--- config.mk ---
export PLATFORM = sky130hd
export DESIGN_NAME = moldudp64_msg_tracker_flat
export DESIGN_NICKNAME = d
export VERILOG_FILES = /design/src/rtl/moldudp64_msg_tracker_if.sv /design/src/rtl/moldudp64_msg_tracker.sv /design/src/flat_wrapper.sv
export SDC_FILE = /design/constraint.sdc
export NUM_CORES = 1
export LEC_CHECK = 0
export ABC_AREA = 0
export CAP_MARGIN = 20
export CORE_MARGIN = 2
export CORE_UTILIZATION = 67
export CTS_BUF_LIST = sky130_fd_sc_hd__clkbuf_8
export CTS_CLUSTER_SIZE = 8
export DETAILED_ROUTE_END_ITERATION = 8
export DONT_BUFFER_PORTS = 1
export PLACE_DENSITY = 0.85
export SLEW_MARGIN = 25
export SYNTH_ARGS = -nofsm -noshare
export SYNTH_HDL_FRONTEND = slang
export SYNTH_SLANG_ARGS = --single-unit
--- constraint.sdc ---
create_clock -name clk -period 12.46 [get_ports clk]
set_input_delay 2.492 -clock clk [delete_from_list [all_inputs] [get_ports clk]]
set_output_delay 2.492 -clock clk [all_outputs]
set_load 0.03 [all_outputs]
--- src/rtl/moldudp64_msg_tracker_if.sv ---
`default_nettype none
// +-----------------------------------------------------------------+
// | moldudp64_msg_tracker_if                                        |
// | Tapped message-block stream plus per-beat boundary results.     |
// | Rev 1.0                                                         |
// +-----------------------------------------------------------------+
interface moldudp64_msg_tracker_if #(
    parameter int P_L  = 8,
    parameter int ML_W = 16,
    parameter int MC_W = 16
);
    logic                    valid_i;
    logic [P_L*8-1:0]        data_i;
    logic [P_L-1:0]          keep_i;
    logic                    last_i;
    logic [MC_W-1:0]         msg_cnt_i;

    logic                    out_valid_o;
    logic                    msg_start_o;
    logic                    msg_end_o;
    logic                    msg_overlap_o;
    logic [$clog2(P_L)-1:0]  msg_end_off_o;
    logic [ML_W-1:0]         len_o;
    logic [MC_W-1:0]         msg_idx_o;
    logic                    err_o;

    modport master (
        output valid_i, data_i, keep_i, last_i, msg_cnt_i,
        input  out_valid_o, msg_start_o, msg_end_o, msg_overlap_o,
               msg_end_off_o, len_o, msg_idx_o, err_o
    );

    modport slave (
        input  valid_i, data_i, keep_i, last_i, msg_cnt_i,
        output out_valid_o, msg_start_o, msg_end_o, msg_overlap_o,
               msg_end_off_o, len_o, msg_idx_o, err_o
    );
endinterface
`default_nettype wire

--- src/rtl/moldudp64_msg_tracker.sv ---
`default_nettype none
// +-----------------------------------------------------------------+
// | moldudp64_msg_tracker                                           |
// | Per-beat MoldUDP64 message boundary tracker (passive tap).      |
// | Rev 1.0                                                         |
// +-----------------------------------------------------------------+
module moldudp64_msg_tracker #(
    parameter int P_L  = 8,
    parameter int ML_W = 16,
    parameter int MC_W = 16
) (
    input  wire logic               clk,
    input  wire logic               nreset,
    moldudp64_msg_tracker_if.slave  bus
);
    localparam int              OFF_W   = $clog2(P_L);
    localparam logic [ML_W-1:0] C_PL    = ML_W'(P_L);
    localparam logic [ML_W-1:0] C_PL_M1 = ML_W'(P_L - 1);
    localparam logic [ML_W-1:0] C_PL_M2 = ML_W'(P_L - 2);

    typedef enum logic [2:0] {
        IDLE  = 3'd0,
        LEN2  = 3'd1,
        LEN1  = 3'd2,
        PAY   = 3'd3,
        DRAIN = 3'd4
    } state_t;

    state_t            state_q, state_d;
    logic [ML_W-1:0]   rem_q, rem_d;
    logic [MC_W-1:0]   idx_q, idx_d;
    logic [MC_W-1:0]   cnt_q, cnt_d;
    logic [7:0]        hi_q, hi_d;
    logic              out_valid_q, out_valid_d;
    logic              msg_start_q, msg_start_d;
    logic              msg_end_q, msg_end_d;
    logic              msg_overlap_q, msg_overlap_d;
    logic [OFF_W-1:0]  msg_end_off_q, msg_end_off_d;
    logic [ML_W-1:0]   len_q, len_d;
    logic [MC_W-1:0]   msg_idx_q, msg_idx_d;
    logic              err_q, err_d;

    logic [7:0]        w_byte [P_L];
    logic [ML_W-1:0]   w_len, w_pstart, w_avail, w_e, w_kept;
    logic [MC_W-1:0]   w_cnt, w_idx_n;
    logic [OFF_W-1:0]  w_i0, w_i1;
    logic              w_do_start, w_do_end, w_final, w_active;
    state_t            w_mode;

    always_comb begin
        for (int i = 0; i < P_L; i++) begin
            w_byte[i] = bus.data_i[8*i +: 8];
        end
    end

    always_comb begin
        state_d       = state_q;
        rem_d         = rem_q;
        idx_d         = idx_q;
        cnt_d         = cnt_q;
        hi_d          = hi_q;
        out_valid_d   = 1'b0;
        msg_start_d   = msg_start_q;
        msg_end_d     = msg_end_q;
        msg_overlap_d = msg_overlap_q;
        msg_end_off_d = msg_end_off_q;
        len_d         = len_q;
        msg_idx_d     = msg_idx_q;
        err_d         = err_q;
        w_len         = '0;
        w_pstart      = '0;
        w_avail       = '0;
        w_e           = '0;
        w_i0          = '0;
        w_i1          = '0;
        w_do_start    = 1'b0;
        w_do_end      = 1'b0;
        w_final       = 1'b0;
        w_kept        = '0;
        for (int i = 0; i < P_L; i++) begin
            if (bus.keep_i[i]) w_kept = w_kept + 1'b1;
        end
        w_cnt    = (state_q == IDLE) ? bus.msg_cnt_i : cnt_q;
        w_mode   = (state_q != IDLE) ? state_q :
                   ((bus.msg_cnt_i == '0) ? DRAIN : LEN2);
        w_active = (w_mode != DRAIN);
        w_idx_n  = idx_q;

        if (bus.valid_i) begin
            out_valid_d   = 1'b1;
            msg_start_d   = 1'b0;
            msg_end_d     = 1'b0;
            msg_overlap_d = 1'b0;
            msg_end_off_d = '0;
            err_d         = 1'b0;
            cnt_d         = w_cnt;
            state_d       = w_mode;

            case (w_mode)
                LEN2: begin
                    w_len      = ML_W'({w_byte[0], w_byte[1]});
                    w_pstart   = ML_W'(2);
                    w_do_start = 1'b1;
                end
                LEN1: begin
                    w_len      = ML_W'({hi_q, w_byte[0]});
                    w_pstart   = ML_W'(1);
                    w_do_start = 1'b1;
                end
                PAY: begin
                    if (rem_q <= C_PL) begin
                        w_do_end = 1'b1;
                        w_e      = rem_q;
                    end else begin
                        rem_d = rem_q - C_PL;
                    end
                end
                default: ;
            endcase

            // A message whose length field opens the beat may also close it.
            if (w_do_start) begin
                msg_start_d = 1'b1;
                w_avail     = C_PL - w_pstart;
                if (w_len < C_PL_M2) begin
                    err_d   = 1'b1;
                    rem_d   = '0;
                    state_d = DRAIN;
                end else if (w_len <= w_avail) begin
                    w_do_end = 1'b1;
                    w_e      = w_pstart + w_len;
                end else begin
                    rem_d   = w_len - w_avail;
                    state_d = PAY;
                end
            end

            if (w_do_end) begin
                msg_end_d     = 1'b1;
                msg_end_off_d = OFF_W'(w_e - 1'b1);
                w_idx_n       = idx_q + 1'b1;
                rem_d         = '0;
                if (w_idx_n == w_cnt) begin
                    w_final = 1'b1;
                    state_d = DRAIN;
                end else begin
                    msg_overlap_d = (w_e < C_PL);
                    if (w_e <= C_PL_M2) begin
                        w_i0        = OFF_W'(w_e);
                        w_i1        = OFF_W'(w_e + 1'b1);
                        w_len       = ML_W'({w_byte[w_i0], w_byte[w_i1]});
                        msg_start_d = 1'b1;
                        if (w_len < C_PL_M2) begin
                            err_d   = 1'b1;
                            state_d = DRAIN;
                        end else begin
                            rem_d   = w_len - (C_PL_M2 - w_e);
                            state_d = PAY;
                        end
                    end else if (w_e == C_PL_M1) begin
                        hi_d    = w_byte[P_L-1];
                        state_d = LEN1;
                    end else begin
                        state_d = LEN2;
                    end
                end
            end

            len_d     = rem_d;
            msg_idx_d = w_idx_n;
            idx_d     = w_idx_n;

            // Packet close: only a completed final message inside the kept bytes is clean.
            if (bus.last_i) begin
                if (w_active && !(w_final && (w_e <= w_kept))) err_d = 1'b1;
                state_d = IDLE;
                idx_d   = '0;
                hi_d    = '0;
                rem_d   = '0;
            end
        end
    end

    always_ff @(posedge clk or negedge nreset) begin
        if (!nreset) begin
            state_q       <= IDLE;
            rem_q         <= '0;
            idx_q         <= '0;
            cnt_q         <= '0;
            hi_q          <= '0;
            out_valid_q   <= 1'b0;
            msg_start_q   <= 1'b0;
            msg_end_q     <= 1'b0;
            msg_overlap_q <= 1'b0;
            msg_end_off_q <= '0;
            len_q         <= '0;
            msg_idx_q     <= '0;
            err_q         <= 1'b0;
        end else begin
            state_q       <= state_d;
            rem_q         <= rem_d;
            idx_q         <= idx_d;
            cnt_q         <= cnt_d;
            hi_q          <= hi_d;
            out_valid_q   <= out_valid_d;
            msg_start_q   <= msg_start_d;
            msg_end_q     <= msg_end_d;
            msg_overlap_q <= msg_overlap_d;
            msg_end_off_q <= msg_end_off_d;
            len_q         <= len_d;
            msg_idx_q     <= msg_idx_d;
            err_q         <= err_d;
        end
    end

    assign bus.out_valid_o   = out_valid_q;
    assign bus.msg_start_o   = msg_start_q;
    assign bus.msg_end_o     = msg_end_q;
    assign bus.msg_overlap_o = msg_overlap_q;
    assign bus.msg_end_off_o = msg_end_off_q;
    assign bus.len_o         = len_q;
    assign bus.msg_idx_o     = msg_idx_q;
    assign bus.err_o         = err_q;
endmodule
`default_nettype wire

--- src/flat_wrapper.sv ---
// flat-port wrapper written by rule: the top's interface ports become plain ports
module moldudp64_msg_tracker_flat 
#(
    parameter int P_L  = 8,
    parameter int ML_W = 16,
    parameter int MC_W = 16
)
  (clk, nreset, bus_valid_i, bus_data_i, bus_keep_i, bus_last_i, bus_msg_cnt_i, bus_out_valid_o, bus_msg_start_o, bus_msg_end_o, bus_msg_overlap_o, bus_msg_end_off_o, bus_len_o, bus_msg_idx_o, bus_err_o);
  moldudp64_msg_tracker_if #(.P_L(P_L), .ML_W(ML_W), .MC_W(MC_W)) bus_i ();
  input  wire logic clk;
  input  wire logic nreset;
  input wire logic [$bits(bus_i.valid_i)-1:0] bus_valid_i;
  input wire logic [$bits(bus_i.data_i)-1:0] bus_data_i;
  input wire logic [$bits(bus_i.keep_i)-1:0] bus_keep_i;
  input wire logic [$bits(bus_i.last_i)-1:0] bus_last_i;
  input wire logic [$bits(bus_i.msg_cnt_i)-1:0] bus_msg_cnt_i;
  output wire logic [$bits(bus_i.out_valid_o)-1:0] bus_out_valid_o;
  output wire logic [$bits(bus_i.msg_start_o)-1:0] bus_msg_start_o;
  output wire logic [$bits(bus_i.msg_end_o)-1:0] bus_msg_end_o;
  output wire logic [$bits(bus_i.msg_overlap_o)-1:0] bus_msg_overlap_o;
  output wire logic [$bits(bus_i.msg_end_off_o)-1:0] bus_msg_end_off_o;
  output wire logic [$bits(bus_i.len_o)-1:0] bus_len_o;
  output wire logic [$bits(bus_i.msg_idx_o)-1:0] bus_msg_idx_o;
  output wire logic [$bits(bus_i.err_o)-1:0] bus_err_o;
  assign bus_i.valid_i = bus_valid_i;
  assign bus_i.data_i = bus_data_i;
  assign bus_i.keep_i = bus_keep_i;
  assign bus_i.last_i = bus_last_i;
  assign bus_i.msg_cnt_i = bus_msg_cnt_i;
  assign bus_out_valid_o = bus_i.out_valid_o;
  assign bus_msg_start_o = bus_i.msg_start_o;
  assign bus_msg_end_o = bus_i.msg_end_o;
  assign bus_msg_overlap_o = bus_i.msg_overlap_o;
  assign bus_msg_end_off_o = bus_i.msg_end_off_o;
  assign bus_len_o = bus_i.len_o;
  assign bus_msg_idx_o = bus_i.msg_idx_o;
  assign bus_err_o = bus_i.err_o;
  moldudp64_msg_tracker #(.P_L(P_L), .ML_W(ML_W), .MC_W(MC_W)) u_core (.clk(clk), .nreset(nreset), .bus(bus_i));
endmodule
==> results of run 1 <==
## Yosys cell counts, drive strengths merged (7+ instances only)
master,n
o22ai,14
dfrtp,99
or4,9
inv,73
or3,12
o211ai,18
ha,56
buf,17
mux4,9
xnor2,43
mux2i,41
o21bai,7
nand3,25
xor2,29
a21oi,92
o21a,9
a211oi,10
and3,11
nor4,15
a21o,11
a22oi,17
mux2,27
o31a,10
o21ai,82
a31oi,25
nor4b,7
nand2,128
nand4,15
a22o,8
clkbuf,57
o31ai,28
nor2,87
nand2b,7
nor3,37
and2,12
## flip-flops by register name, indices dropped and copies added, names as in the netlist
register and cells:
u_core.state_q 3, u_core.idx_q 16, u_core.bus.len_o 16, u_core.bus.err_o 1, u_core.bus.msg_start_o 1, u_core.bus.out_valid_o 1, u_core.rem_q 16, u_core.bus.msg_idx_o 16
u_core.cnt_q 16, u_core.bus.msg_overlap_o 1, u_core.bus.msg_end_off_o 3, u_core.bus.msg_end_o 1, u_core.hi_q 8
## power breakdown
group	leakage [nW]	internal [mW]	switching, mW	total, mW
clock	0.0929	0.0820	0.130	0.212
combinational	2.85	0.781	1.27	2.06
sequential	1.26	0.414	0.183	0.597
total	4.20	1.28	1.59	2.86
## cell usage in the layout, fill, tap and decap left out, types with 8 or more instances in the layout
master    synthesis  routed
mux2i_1          41      41
and3_1           11      11
mux2_2           26      26
o211ai_1         18      18
buf_4             3      13
o31ai_1          26      26
a21oi_1          91      91
a22o_1            8       8
or4_1             8       8
nand2_1         127     127
o21ai_0          79      79
xnor2_1          43      43
or3_1            12      12
inv_1            68      68
a22oi_1          17      17
conb_1            2      15
nor3_1           36      35
nor2_1           87      87
mux4_2            9       9
a31oi_1          24      24
nand3_1          25      25
ha_1             56      56
nand4_1          15      15
a21o_1           11      11
o21a_1            9       9
dfrtp_1          99      99
a211oi_1          9       9
nor4_1           15      13
xor2_1           29      29
clkbuf_8          0      10
o22ai_1          14      14
and2_1           12      12
o31a_1           10      10
## worst max-delay path: cells and delay by family
family	cells	cell delay, ps
AO/OA/AOI/OAI	16	3880
adder cells (fa/ha/maj)	7	2290
AND/OR/NAND/NOR	8	1580
multiplexers	2	700
buffers and inverters	5	610
XOR/XNOR	1	210
## layout make-up
class | instances | area, um^2
tap | 184 | 230
multi-input combinational | 1005 | 6960
clock buffer | 10 | 138
fill | 1226 | 4300
sequential | 99 | 2480
inverter | 73 | 274
timing repair buffer | 13 | 97.6
clock inverter | 6 | 55.1
## final timing paths
| path | startpoint | endpoint | cells past startpoint |
|---|---|---|---|
| setup reg to reg | u_core.state_q[0] | u_core.bus.len_o[15] | 39 |
| setup / recovery | bus_msg_cnt_i[4] | u_core.bus.len_o[15] | 39 |
| min in group asynchronous | nreset | u_core.cnt_q[6] | 0 |
| hold reg to reg | u_core.cnt_q[13] | u_core.cnt_q[13] | 1 |
| hold / removal | u_core.cnt_q[13] | u_core.cnt_q[13] | 1 |
| max in group asynchronous | nreset | u_core.rem_q[15] | 0 |
## logic make-up after synthesis
| logic type | count (synthesis) | synth area share (%) |
|---|---|---|
| and+or+nand+nor | 392 | 19.3 |
| AOI/OAI and AO/OA | 387 | 25.9 |
| buffers and inverters | 147 | 5.92 |
| DFF | 99 | 24.9 |
| muxes | 77 | 9.21 |
| xor gates and xnor gates | 75 | 7.01 |
| adders and majority gates | 59 | 7.64 |
| other | 2 | 0.0754 |
## metal layers
metal,share of wire (%),up-vias
met5,0,-
met3,11,153
met4,6.3,0
met2,46,690
li1,-,4489
met1,37,4607
==> impl_metrics.py, run 1 <==
metrics = {
    "clock_network": {
        "htree_num_levels": 3,
        "clk_pin_slew_ps": 100,
        "cts_max_path_buffers": 2,
        "cts_root_buf": "clkbuf_8",
        "cts_resized": 0,
        "cts_made_buffers": 9,
        "hold_buffers": 0,
        "post_cts_buffers": 0,
        "cts.sink_count": 99,
        "cts_tree": "yes",
        "clock_latency_ps": 390,
    },
    "sta": {
        "clock_skew_ps": 8.99,
        "slew_headroom_pct": 27.6,
        "post-route-period-util_pct": 92.1,
        "slew_viol_final": 0,
        "setup_ws_ps": 988,
        "setup_violations": 0,
        "worstMarginPinSlew_ps": 1090,
        "period_needed_ps": 11470,
        "holdWs_ps": 521,
        "tns_ps": 0,
        "rsz0062_at_grt": "false",
        "hold_viol": 0,
        "max_freq_ghz": 0.0872,
    },
    "drt": {
        "drcViolationCount": 0,
        "vias": 9939,
        "vias_per_cell": 7.15,
        "dr.pass1.iters": 6,
        "wirelength_mm": 32.5,
        "drtIter0Drc": 1338,
        "ant_nets": 0,
        "wl_per_cell_um": 23.4,
    },
    "synthesis": {
        "synth_cell_types": 83,
        "yosys_warnings": 0,
        "synth_enable_flop_cells": 0,
        "synthesis.area_mm2": 0.00996,
        "ys.flop_type": "dfrtp_1",
        "yosys-top-cells-area": "dfrtp_1 25%, ha_1 7.0%, nand2_1 4.8%",
        "synthCells": 1238,
        "synth_seq_area_share_pct": 24.9,
        "ys_ff_latch": 99,
        "syn_area_per_cell_um2": 8.04,
        "synthArstFlopShare_pct": 100,
        "synth_top_area_cell": "dfrtp_1",
        "yosysTopAreaCellShare_pct": 24.9,
    },
    "placement": {
        "pre_cts_ws_ps": 801,
        "gp_congestion": 1.02,
        "dpl.hpwl_mm": 24.7,
        "place_area_mm2": 0.0100,
        "port_buffers": 0,
        "placed_cells": 1374,
    },
    "final_layout": {
        "n_antenna_cell": 0,
        "final_util_pct": 70.4,
        "nets": 1352,
        "drive_gt1_share_pct": 7.63,
        "syn_to_final_growth_pct": 2.76,
        "design_area_mm2": 0.0102,
        "instances_no_fill": 1390,
    },
    "pwr": {
        "vdd_drop_max_mv": 0.219,
        "power.leakage_nw": 4.20,
        "finalPower_mw": 2.86,
        "power.density_mw_per_mm2": 280,
    },
    "global_route": {
        "grt_pass1_vias": 9646,
        "track_usage_pct": 40.9,
        "top_usage_layer": "met2",
        "use_met1_pct": 50.9,
        "grt_max_degree": 100,
        "grt_pass1_wl_mm": 51.5,
        "grt_overflow_total": 0,
        "antenna_found_initial": 0,
        "grt.met2_usage_pct": 66.1,
        "grt_util_met3_pct": 9.39,
    },
    "worst_setup_path": {
        "crit_type": "in -> reg",
        "worstPathRequired_ps": 12780,
        "end_kind": "flip-flop",
        "arrival_ps": 11790,
        "worstPathMaxFanout": 23,
        "crit_path_top_delay_cell": "a2111oi_0",
        "rrSetupSlack_ps": 2000,
        "critPathLaunchType": "primary input",
        "cp_common_cell": "ha_1",
        "slowest_delay_ps": 680,
    },
    "floorplanning": {
        "die_w_um": 126,
        "num_rows": 44,
        "die_area_mm2": 0.0159,
        "core_mm2": 0.0145,
        "initial_core_util_pct": 68.5,
        "io_pins": 132,
        "die_h_um": 126,
    },
    "worst_hold_path": {
        "min_path_type": "reg -> reg",
    },
    "run_status": {
        "status": "finished, final reports clean",
    },
    "job": {
        "drv_cap": 0,
    },
}
No activity file was read; power rests on OpenSTA's default activity.
==> inputs of run 2 (changes only) <==
--- a/config.mk
+++ b/config.mk
@@ -13,8 +13,9 @@
 export CTS_CLUSTER_SIZE = 8
 export DETAILED_ROUTE_END_ITERATION = 8
 export DONT_BUFFER_PORTS = 1
-export PLACE_DENSITY = 0.85
-export SLEW_MARGIN = 25
+export HOLD_SLACK_MARGIN = 0.03
+export PLACE_DENSITY = 0.83
+export SLEW_MARGIN = 10
 export SYNTH_ARGS = -nofsm -noshare
 export SYNTH_HDL_FRONTEND = slang
 export SYNTH_SLANG_ARGS = --single-unit
==> run 2 against run 1 <==
Count of clock-buffer cells in the layout is 1 lower. Combinational power hardly changed. Wire length is 3.2% lower. Critical endpoint is now u_core.rem_q[15]. Sequential share of layout area is 0.080 points lower.
==> impl_metrics.py, run 2 (synthesis gave the netlist of run 1 again) <==
metrics = {
    "sta": {
        "setup_ws_ps": 1070,
        "slew_viol_final": 0,
        "hold_viol": 0,
        "clock_skew_ps": 14.7,
        "period_needed_ps": 11390,
        "holdWs_ps": 518,
        "worstMarginPinSlew_ps": 1190,
        "rsz0062_at_grt": "false",
        "max_freq_ghz": 0.0878,
        "tns_ps": 0,
        "setup_violations": 0,
        "post-route-period-util_pct": 91.4,
        "slew_headroom_pct": 19.8,
    },
    "clock_network": {
        "htree_num_levels": 3,
        "hold_buffers": 0,
        "post_cts_buffers": 0,
        "cts_tree": "yes",
        "cts_root_buf": "clkbuf_8",
        "clock_latency_ps": 400,
        "cts_made_buffers": 9,
        "cts.sink_count": 99,
        "clk_pin_slew_ps": 110,
        "cts_max_path_buffers": 2,
        "cts_resized": 0,
    },
    "drt": {
        "drcViolationCount": 0,
        "vias": 9969,
        "wl_per_cell_um": 22.6,
        "dr.pass1.iters": 7,
        "vias_per_cell": 7.15,
        "wirelength_mm": 31.5,
        "drtIter0Drc": 1219,
        "ant_nets": 0,
    },
    "worst_setup_path": {
        "arrival_ps": 11720,
        "slowest_delay_ps": 600,
        "r2r-start": "u_core.state_q[0]",
        "r2r_end": "u_core.rem_q[15]",
        "path_delay_family": "compound AO/OA/AOI/OAI gates",
        "worstPathMaxFanout": 23,
        "worstPathRequired_ps": 12790,
        "crit_type": "in -> reg",
        "path_buf_inv": 4,
        "worst-path-stages": 37,
        "startpoint": "bus_msg_cnt_i[1]",
        "cp-endpoint": "u_core.rem_q[15]",
        "crit_path_top_delay_cell": "ha_1",
        "end_kind": "flip-flop",
        "rrSetupSlack_ps": 2100,
        "reg2reg_depth": 37,
        "critPathLaunchType": "primary input",
    },
    "floorplanning": {
        "die_h_um": 126,
        "io_pins": 132,
        "num_rows": 44,
        "die_area_mm2": 0.0159,
        "initial_core_util_pct": 68.5,
        "die_w_um": 126,
        "core_mm2": 0.0145,
    },
    "global_route": {
        "grt_max_degree": 100,
        "grt_pass1_vias": 9437,
        "grt_pass1_wl_mm": 49.8,
        "grt_overflow_total": 0,
        "track_usage_pct": 39.4,
        "antenna_found_initial": 0,
    },
    "final_layout": {
        "final_util_pct": 70.6,
        "drive_gt1_share_pct": 7.53,
        "multi_input_area_mm2": 0.00695,
        "layout_commonest_cell": "nand2_1",
        "fillCellCount": 1251,
        "syn_to_final_growth_pct": 3.10,
        "regArea_mm2": 0.00248,
        "layout_common_cells": "127 x nand2_1, 99 x dfrtp_1, 91 x a21oi_1, 87 x nor2_1, 79 x o21ai_0",
        "nets": 1355,
    },
    "pwr": {
        "power.density_mw_per_mm2": 280,
        "power.leakage_nw": 4.23,
        "vdd_drop_max_mv": 0.227,
    },
    "placement": {
        "gp_congestion": 1.09,
        "port_buffers": 0,
        "pre_cts_ws_ps": 793,
        "dpl.hpwl_mm": 23.9,
    },
    "job": {
        "drv_cap": 0,
    },
    "worst_hold_path": {
        "min_path_type": "reg -> reg",
    },
    "run_status": {
        "status": "finished, final reports clean",
    },
}
[run 2: worst register-to-register path, delay by kind of cell (launching register included)]
kind / cells / cell delay [ps]
AO/OA/AOI/OAI: 16 / 3750
adder cells (fa/ha/maj): 6 / 2240
AND/OR/NAND/NOR: 8 / 2060
multiplexers: 2 / 710
flip-flops: 1 / 690
buffers and inverters: 4 / 660
XOR/XNOR: 1 / 180
[run 2: cell type report]
type                       instances  area share [%]
sequential                        99            24.1
multi-input combinational       1005            67.7
timing repair buffer              16            1.22
inverter                          73            2.67
tap                              184            2.24
clock buffer                       9            1.21
antenna                            1          0.0244
clock inverter                     7           0.853
[run 2: worst min-delay path by stage]
stage                     startpoint                to  slack, ps  cells after the start
floorplan             u_core.hi_q[3]    u_core.hi_q[3]        470                      2
global placement    u_core.cnt_q[11]  u_core.cnt_q[11]        490                      1
detailed placement  u_core.cnt_q[11]  u_core.cnt_q[11]        490                      1
CTS                  u_core.cnt_q[9]   u_core.cnt_q[9]        520                      1
global route         u_core.cnt_q[6]   u_core.cnt_q[6]        540                      1
finish               u_core.cnt_q[9]   u_core.cnt_q[9]        520                      1
[run 2: per-stage QoR]
stage / cell area, um^2 / total power, mW / cells
floorplan: 10000 / 2.07 / 1251
global placement: 10000 / 2.54 / 1374
detailed placement: 10000 / 2.57 / 1374
CTS: 10200 / 2.81 / 1390
global route: 10300 / 3.06 / 1393
finish: 10300 / 2.88 / 1394
[run 2: power by group]
| part | leakage, nW | switching [mW] | internal [mW] |
|---|---|---|---|
| clock | 0.110 | 0.133 | 0.0969 |
| combinational | 2.86 | 1.27 | 0.785 |
| sequential | 1.26 | 0.173 | 0.414 |
[run 2: per-layer routing]
layer  wire length (um)  track usage (%)  up-vias
met4               2350             24.6        0
met5                  0                0        -
met2              13900             61.9      673
met1              11600             49.1     4629
met3               3580             9.26      169
li1                   -                -     4498
==> inputs of run 3 (changes only) <==
--- a/config.mk
+++ b/config.mk
@@ -10,11 +10,11 @@
 export CORE_MARGIN = 2
 export CORE_UTILIZATION = 67
 export CTS_BUF_LIST = sky130_fd_sc_hd__clkbuf_8
-export CTS_CLUSTER_SIZE = 8
+export CTS_CLUSTER_SIZE = 12
 export DETAILED_ROUTE_END_ITERATION = 8
 export DONT_BUFFER_PORTS = 1
 export HOLD_SLACK_MARGIN = 0.03
-export PLACE_DENSITY = 0.83
+export PLACE_DENSITY_LB_ADDON = 0.3
 export SLEW_MARGIN = 10
 export SYNTH_ARGS = -nofsm -noshare
 export SYNTH_HDL_FRONTEND = slang
==> run 3 against run 2 <==
Maximum frequency down 3.0%. Sequential power up 1%. Combinational power increased by 2%. Largest cell class unchanged.
==> impl_metrics.py, run 3 (synthesis gave the netlist of run 1 again) <==
metrics = {
    "clock_network": {
        "post_cts_buffers": 0,
        "clk_pin_slew_ps": 110,
        "cts_made_buffers": 9,
        "cts.sink_count": 99,
        "hold_buffers": 0,
        "cts_max_path_buffers": 2,
        "htree_num_levels": 3,
        "cts_resized": 0,
        "cts_root_buf": "clkbuf_8",
        "clock_latency_ps": 390,
        "cts_tree": "yes",
    },
    "sta": {
        "clock_skew_ps": 12.4,
        "max_freq_ghz": 0.0852,
        "post-route-period-util_pct": 94.2,
        "slew_headroom_pct": 29.4,
        "tns_ps": 0,
        "worstMarginPinSlew_ps": 1050,
        "rsz0062_at_grt": "false",
        "slew_viol_final": 0,
        "setup_ws_ps": 718,
        "setup_violations": 0,
        "hold_viol": 0,
        "period_needed_ps": 11740,
    },
    "drt": {
        "drtIter0Drc": 1149,
        "highest_layer": "met4",
        "met2_length_mm": 15.2,
        "wl_per_cell_um": 23.9,
        "wirelength_mm": 33.4,
        "ant_nets": 0,
        "met3_length_mm": 3.69,
        "vias_per_cell": 7.20,
        "drcViolationCount": 0,
        "vias": 10000,
        "dr.pass1.iters": 5,
        "wl_met1_mm": 12.3,
    },
    "worst_setup_path": {
        "path_delay_family": "compound AO/OA/AOI/OAI gates",
        "critPathLaunchType": "primary input",
        "cp_common_cell": "a21oi_1",
        "end_kind": "flip-flop",
        "worstPathRequired_ps": 12780,
        "path_buf_inv": 3,
        "slowest_delay_ps": 850,
        "crit_type": "in -> reg",
        "arrival_ps": 12060,
        "worstPathMaxFanout": 23,
        "rrSetupSlack_ps": 1850,
        "crit_path_top_delay_cell": "or4_1",
    },
    "pwr": {
        "power.density_mw_per_mm2": 283,
        "vdd_drop_max_mv": 0.280,
        "power.leakage_nw": 4.23,
    },
    "floorplanning": {
        "num_rows": 44,
        "initial_core_util_pct": 68.5,
        "die_w_um": 126,
        "io_pins": 132,
        "die_h_um": 126,
        "die_area_mm2": 0.0159,
        "core_mm2": 0.0145,
    },
    "placement": {
        "port_buffers": 0,
        "pre_cts_ws_ps": 642,
        "gp_congestion": 1.04,
        "dpl.hpwl_mm": 25.4,
        "placed_cells": 1379,
    },
    "global_route": {
        "grt_max_degree": 100,
        "antenna_found_initial": 0,
        "grt_pass1_vias": 9723,
        "track_usage_pct": 41.7,
        "grt_overflow_total": 0,
        "grt_pass1_wl_mm": 52.1,
    },
    "final_layout": {
        "instances_no_fill": 1396,
        "layout_common_cells": "127 x nand2_1, 99 x dfrtp_1, 91 x a21oi_1, 87 x nor2_1, 79 x o21ai_0",
        "fillCellCount": 1212,
        "drive_gt1_share_pct": 7.84,
        "layout_commonest_cell": "nand2_1",
        "syn_to_final_growth_pct": 3.08,
        "n_antenna_cell": 0,
        "nets": 1358,
    },
    "job": {
        "drv_cap": 0,
    },
    "worst_hold_path": {
        "min_path_type": "reg -> reg",
    },
    "run_status": {
        "status": "finished, final reports clean",
    },
}
## run 3: cell count changes in the layout (fill, tap and decap cells not counted)
cell	before	now
clkinvlp_4	0	1
clkinv_8	1	0
clkbuf_2	1	0
buf_4	14	19
buf_8	1	0
diode_2	1	0
bufinv_16	1	0
inv_1	69	68
clkbuf_8	9	10
inv_8	1	2
## run 3: through the flow
| step | utilization, % | total power, mW | area, um^2 | hold WS, ps |
|---|---|---|---|---|
| finish | 70.6 | 2.90 | 10300 | 517 |
| global route | 70.6 | 3.09 | 10300 | 532 |
| CTS | 70.6 | 2.84 | 10300 | 519 |
| detailed placement | 69.2 | 2.62 | 10100 | 496 |
| global placement | 69.2 | 2.58 | 10100 | 490 |
| floorplan | - | 2.07 | 10000 | 472 |
## run 3: worst paths after layout
path	end	depth (start not counted)	from
min in group asynchronous	u_core.cnt_q[3]	0	nreset
max in group asynchronous	u_core.idx_q[7]	0	nreset
worst max register to register	u_core.rem_q[15]	34	u_core.state_q[1]
worst max-delay path	u_core.rem_q[15]	34	bus_msg_cnt_i[4]
worst min-delay path	u_core.cnt_q[9]	1	u_core.cnt_q[9]
worst min register to register	u_core.cnt_q[9]	1	u_core.cnt_q[9]
## run 3: worst reg2reg max path, delay by kind of cell, from the launching register on
family / cells / cell delay, ps
AO/OA/AOI/OAI: 16 / 4030
AND/OR/NAND/NOR: 9 / 2700
adder cells (fa/ha/maj): 4 / 1660
flip-flops: 1 / 720
buffers and inverters: 3 / 670
multiplexers: 1 / 520
XOR/XNOR: 1 / 250
## run 3: cell type report
class / count / area, um^2 / area share [%]
Multi-Input combinational cell: 1005 / 6950 / 67.7
Sequential cell: 99 / 2480 / 24.1
Inverter: 73 / 274 / 2.67
Tap cell: 184 / 230 / 2.24
Timing Repair Buffer: 19 / 143 / 1.39
Clock buffer: 10 / 138 / 1.34
Clock inverter: 6 / 56.3 / 0.549
## run 3: routing by layer
metal | vias to the layer above | GRT usage [%]
li1 | 4509 | -
met1 | 4707 | 51.4
met2 | 677 | 67.9
met3 | 152 | 9.05
met4 | 0 | 23.8
met5 | - | 0
## run 3: power by group
group,switching [mW],total (mW),internal (mW)
Clock,0.128,0.211,0.0824
Combinational,1.31,2.10,0.788
Sequential,0.181,0.595,0.413
Total,1.62,2.90,1.28
